File: config.mk
export PLATFORM = sky130hd
export DESIGN_NAME = registers_bank_dumper
export DESIGN_NICKNAME = d
export VERILOG_FILES = /design/src/rtl/registers_bank_dumper.sv
export SDC_FILE = /design/constraint.sdc
export NUM_CORES = 2
export LEC_CHECK = 0
export CAP_MARGIN = 15
export CORE_AREA = 2 2 409 411
export DETAILED_ROUTE_END_ITERATION = 8
export DIE_AREA = 0 0 411 413
export GPL_ROUTABILITY_DRIVEN = 0
export SYNTH_ARGS = -nofsm -noshare
export SYNTH_HDL_FRONTEND = slang
export SYNTH_SLANG_ARGS = --single-unit
File: constraint.sdc
create_clock -name i_clk -period 3.1 [get_ports i_clk]
set_input_delay 0.465 -clock i_clk [delete_from_list [all_inputs] [get_ports i_clk]]
set_output_delay 0.465 -clock i_clk [all_outputs]
set_load 0.02 [all_outputs]
File: src/rtl/registers_bank_dumper.sv
// Snapshots a flat register debug bus and streams it out one byte per valid/ready beat.
// Optional macro REGS_DUMP_HEADER_EN prefixes each dump with header byte 8'hA5.
module registers_bank_dumper #(
    parameter int REGISTERS_BANK_SIZE = 32,
    parameter int REGISTERS_SIZE      = 32
) (
    input  logic                                        i_clk,
    input  logic                                        i_reset,
    input  logic                                        i_start,
    input  logic [REGISTERS_BANK_SIZE*REGISTERS_SIZE-1:0] i_bus_debug,
    input  logic                                        i_ready,
    output logic [7:0]                                  o_data,
    output logic                                        o_valid,
    output logic                                        o_busy,
    output logic                                        o_done,
    output logic [1:0]                                  o_dbg_state
);

    localparam int TOTAL_BITS    = REGISTERS_BANK_SIZE * REGISTERS_SIZE;
    localparam int BYTES_PER_REG = REGISTERS_SIZE / 8;
    localparam int BYTE_W        = (BYTES_PER_REG > 1) ? $clog2(BYTES_PER_REG) : 1;
    localparam int REG_W         = (REGISTERS_BANK_SIZE > 1) ? $clog2(REGISTERS_BANK_SIZE) : 1;
    localparam logic [BYTE_W-1:0] LAST_BYTE = BYTE_W'(BYTES_PER_REG - 1);
    localparam logic [REG_W-1:0]  LAST_REG  = REG_W'(REGISTERS_BANK_SIZE - 1);
    localparam logic [7:0]        HEADER_BYTE = 8'hA5;

`ifdef REGS_DUMP_HEADER_EN
    localparam logic HEADER_EN = 1'b1;
`else
    localparam logic HEADER_EN = 1'b0;
`endif

    typedef enum logic [1:0] {
        ST_IDLE = 2'd0,
        ST_SEND = 2'd1,
        ST_DONE = 2'd2
    } state_e;

    // Handshake: a byte moves on a rising edge where o_valid and i_ready are both 1;
    // o_valid never drops and o_data never changes until that byte has moved.
    state_e                  state_q, state_d;
    logic [TOTAL_BITS-1:0]   snap_q, snap_d;
    logic [BYTE_W-1:0]       byte_cnt_q, byte_cnt_d;
    logic [REG_W-1:0]        reg_cnt_q, reg_cnt_d;
    logic                    hdr_q, hdr_d;

    always_ff @(posedge i_clk or negedge i_reset) begin
        if (!i_reset) begin
            state_q    <= ST_IDLE;
            snap_q     <= '0;
            byte_cnt_q <= '0;
            reg_cnt_q  <= '0;
            hdr_q      <= 1'b0;
        end else begin
            state_q    <= state_d;
            snap_q     <= snap_d;
            byte_cnt_q <= byte_cnt_d;
            reg_cnt_q  <= reg_cnt_d;
            hdr_q      <= hdr_d;
        end
    end

    always_comb begin
        state_d    = state_q;
        snap_d     = snap_q;
        byte_cnt_d = byte_cnt_q;
        reg_cnt_d  = reg_cnt_q;
        hdr_d      = hdr_q;
        case (state_q)
            ST_IDLE: begin
                if (i_start) begin
                    snap_d     = i_bus_debug;
                    byte_cnt_d = '0;
                    reg_cnt_d  = '0;
                    hdr_d      = HEADER_EN;
                    state_d    = ST_SEND;
                end
            end
            ST_SEND: begin
                if (i_ready) begin
                    if (hdr_q) begin
                        hdr_d = 1'b0;
                    end else begin
                        // The snapshot shifts down so the current byte is always bits [7:0].
                        snap_d = snap_q >> 8;
                        if (byte_cnt_q == LAST_BYTE) begin
                            byte_cnt_d = '0;
                            if (reg_cnt_q == LAST_REG) begin
                                reg_cnt_d = '0;
                                state_d   = ST_DONE;
                            end else begin
                                reg_cnt_d = reg_cnt_q + REG_W'(1);
                            end
                        end else begin
                            byte_cnt_d = byte_cnt_q + BYTE_W'(1);
                        end
                    end
                end
            end
            ST_DONE: state_d = ST_IDLE;
            default: state_d = ST_IDLE;
        endcase
    end

    always_comb begin
        o_valid     = (state_q == ST_SEND);
        o_busy      = (state_q == ST_SEND);
        o_done      = (state_q == ST_DONE);
        o_dbg_state = state_q;
        o_data      = 8'h00;
        if (state_q == ST_SEND) begin
            o_data = hdr_q ? HEADER_BYTE : snap_q[7:0];
        end
    end

endmodule

==> impl.org <==
** Run status
- Outcome :: finished, final reports clean

** Timing
- For the final database, setup skew stands at about 0.056 ns.
- Final count of pins violating max slew :: 0
- Setup tns final :: 0 ns
- Clock period minus final worst setup slack :: about 3 ns
- Worst slew margin relative to its limit :: 50.6%
- Count of endpoints failing setup in the final report :: 0
- Setup repair after global routing missed its margin :: no
- Fmax :: 341 MHz
- Final cycle utilization of the critical path :: a little over nine tenths
- At the pin with the least slew margin, the transition time is roughly 0.74 ns.
- The number of hold-slack violations in the final timing report came to 0.
- The worst path meets setup with approximately 0.17 ns of slack.

** Worst hold path
- In this run the worst hold path is classified as primary input to flip-flop.

** Pwr
- The analysis attributes to net switching a power of 21.6 mW.
- The worst-case IR drop observed on VDD is roughly 0.62 mV.
- Power per Cell Area :: about 1000 nW/um^2
- Summed over all cells, the static leakage comes to roughly 29 nW.
- The internal power of the cells totals 49.4 mW.
- Per report_power, the combinational group accounts for between 40% and 50% of the total.
- The clock network is responsible for between 20% and 30% of the overall power.
- Switch share :: 30.4%
- Portion of total power attributed to sequential cells :: 34.2%

** Synthesis
- Of the post-synthesis cell area, the dominant cell type holds 50.7%.
- In this run, synthesis produced a sequential element count of between 1000 and 1500.
- Dominant cell by count in the synthesized netlist :: mux2_2
- Gate count of the mapped netlist :: approximately 3300
- In this run, distinct cell masters in the synthesized netlist total 32.
- Asr flop ratio synth :: 100%
- The synthesized netlist devotes less than 1% of its cell area to compound gates.
- Sequential cells were found to cover between 50% and 60% of the synthesized design area.
- After synthesis, the largest family of logic cells by area is multiplexers.
- Ys flop type :: dfrtp_1
- Sorting the synthesized cells by how often they occur yields mux2_2, dfrtp_1, mux2_4.
- The cell area that synthesis handed to floorplanning was roughly 51000 sq um.
- Post-synthesis net count :: 4380
- Mapped Avg Cell Area :: between 15 and 20 sq um
- Post-synthesis mux area share :: a little under half
- Synth area leader :: dfrtp_1
- Top cells by area, synth :: dfrtp_1, mux2_2, mux2_4
- Basic-gate share of the synthesized area counting and, or, nand and nor cells :: less than 1%
- In this run, synthesis inferred 0 flip-flops with an integrated enable.
- Number of warnings reported in the yosys synthesis log :: 0
- After Yosys synthesis, full adders, half adders and majority gates account for less than 1% of the synthesized area.
- Of the total synthesized cell area, the portion taken by XOR and XNOR cells is 0%.

** Die
- For this configuration, the core starts out at a cell density of approximately 31%.
- The floorplan step set the die height to between 400 and 500 um.
- The floorplan step defined a die boundary enclosing 170000 sq um.
- For this design the top-level I/O count stands at between 1000 and 1500.
- The floorplan step defined a core boundary enclosing 166000 sq um.
- The die is between 400 and 500 um wide.
- Row count :: 150

** Routing
- Wire length reported by the detailed router :: about 160 mm
- DR iter-0 viols :: between 1500 and 2000
- The detailed router placed between 30000 and 40000 vias in this run.
- The first detailed-routing pass took 4 iterations.
- Using the TritonRoute via totals, the vias-per-cell ratio works out to between 4 and 5.
- Drt drc :: 0
- Dividing the detail-routed wire length by the instance count gives approximately 24 um.
- The detail route stage leaves a number of antenna-violating nets equal to 0.

** Global route
- Overall Global Routing Usage :: a little under a fifth
- The via count of the first global-routing pass was approximately 33000.
- Total congestion overflow after global routing :: 0
- Global-route wire length before repair :: about 230 mm
- Entering global routing, the biggest net connects 122 pins.
- The initial antenna violation count came to a little under 90.

** Worst setup path
- The worst setup path is launched from a flip-flop.
- The critical path contains buffers and inverters numbering 2 combined.
- Data on the critical path arrives at its endpoint at 2.46 ns.
- Worst setup path category :: flip-flop to output port
- The slowest stage of the critical path is the clkdlybuf4s50_1 cell.
- Worst EP required :: between 2 and 3 ns
- Family with the most delay on the worst path :: buffers and inverters
- STA classifies the critical path endpoint as an output port.
- CP cell instances :: nor2b_4, buf_12, and2_1, clkdlybuf4s50_1
- Maximum cell stage delay along the critical path :: 0.65 ns
- In this run the worst path has a maximum fanout of 13.

** CTS
- TritonCTS created 120 clock buffers.
- Number of setup buffers added after CTS :: 0
- Clock-pin slew was measured on the worst setup and hold paths at approximately 0.06 ns.
- CTS built an H-tree with a depth of 3.
- The clock reaches the later pin of the worst-skew pair after ~0.74 ns.
- In this run the deepest clock path goes through 3 buffers.
- CTS sink count :: 1033
- TritonCTS clock tree :: done
- Root buffer cell :: clkbuf_16

** Layout
- Final cell count without fillers :: 6708
- Combined area of the multi-input logic cells :: approximately 24000 sq um
- Compared with the post-synthesis result, the final layout area differs by 33.5%.
- Fraction of final layout cells sized beyond drive strength 1 :: approximately 52%
- Area taken by flip-flops and latches :: between 20000 and 30000 sq um
- The final layout contains roughly 5400 nets.
- Number of fill cells in the layout :: between 15000 and 20000

** Placement
- In this run, placement finished with an instance count of about 6400.
- Setup WS pre-CTS :: around 0.54 ns
- Count of buffers inserted at the top-level ports :: between 1000 and 1500
- DP HPWL :: 121 mm

** Flow run
- Max-cap check violation count :: 0
-- worst paths after layout --
check | startpoint | to | slack, ns | cells after the start
setup / recovery | o_dbg_state[1] | o_data[5] | 0.17 | 4
hold reg to reg | snap_q[646] | snap_q[646] | 0.50 | 1
hold / removal | i_bus_debug[1020] | snap_q[1020] | 0.34 | 2
min in group asynchronous | i_reset | snap_q[916] | 0.38 | 2
max in group asynchronous | i_reset | snap_q[523] | 1.71 | 3
setup reg to reg | o_dbg_state[1] | snap_q[688] | 0.59 | 5
-- power by group through the flow --
| stage | clock network [mW] | logic (mW) | registers (mW) |
|---|---|---|---|
| floorplan | 0 | 26.2 | 22.5 |
| global placement | 0 | 32.0 | 24.4 |
| detailed placement | 0 | 32.5 | 24.5 |
| CTS | 15.0 | 32.6 | 24.4 |
| global route | 15.6 | 34.7 | 25.1 |
| finish | 14.6 | 32.1 | 24.3 |
-- metrics by stage --
step           hold slack (ns)  total power [mW]  instance area (sq um)  utilization [%]
6_report                 0.339              71.0                  68100             41.1
5_1_grt                  0.302              75.4                  68100             41.1
4_1_cts                  0.249              72.0                  68100             41.0
3_5_place_dp             0.481              57.0                  63900             38.5
3_3_place_gp             0.478              56.3                  63900             38.5
2_1_floorplan            0.169              48.7                  51000                -
-- area by class of cell --
class | count | area share (%)
Sequential cell | 1033 | 37.9
Multi-Input combinational cell | 2080 | 34.9
Timing Repair Buffer | 1125 | 16.9
Clock buffer | 178 | 5.35
Tap cell | 2204 | 4.05
Clock inverter | 43 | 0.692
Antenna cell | 39 | 0.143
Inverter | 6 | 0.0330
-- registers in the layout, indices dropped and copies added, names as in the netlist --
register,cells
o_dbg_state,2
reg_cnt_q,5
snap_q,1024
byte_cnt_q,2
-- cells by family (layout without fill, tap and decap cells) --
logic type	after synthesis	count (layout)
AO/OA/AOI/OAI	17	17
adder cells (fa/ha/maj)	3	3
AND/OR/NAND/NOR	26	26
other	0	39
buffers and inverters	236	1352
flip-flops	1033	1033
multiplexers	2034	2034
-- repair_timing --
item                                    4_1_cts  5_1_grt
hold buffers                                  1        0
gates resized for setup                       8        0
endpoints found under the setup margin       10        0
endpoints found under the hold margin        18        0
-- layer usage --
metal | GRT usage [%] | routed length, um
met2 | 30.4 | 78100
met1 | 22.5 | 66500
met5 | 0 | 557
met3 | 5.51 | 11200
met4 | 6.94 | 4480
-- cell usage in the layout, fill, tap and decap left out, types with 2 or more instances in the layout --
cell	instances
dlygate4sd2_1	7
buf_12	40
nand4b_1	2
a21oi_1	2
buf_4	44
nand3_1	3
o211ai_1	2
and3_1	2
clkinv_16	4
clkinvlp_4	2
mux2_2	1904
and2_1	8
clkinv_4	3
mux2_4	130
bufinv_16	5
dfrtp_1	1032
clkbuf_1	19
inv_6	4
diode_2	39
clkbuf_16	123
clkdlybuf4s50_1	1032
ha_1	3
clkbuf_8	36
inv_1	6
a22o_1	8
clkinv_2	25
No activity file was read; power rests on OpenSTA's default activity.
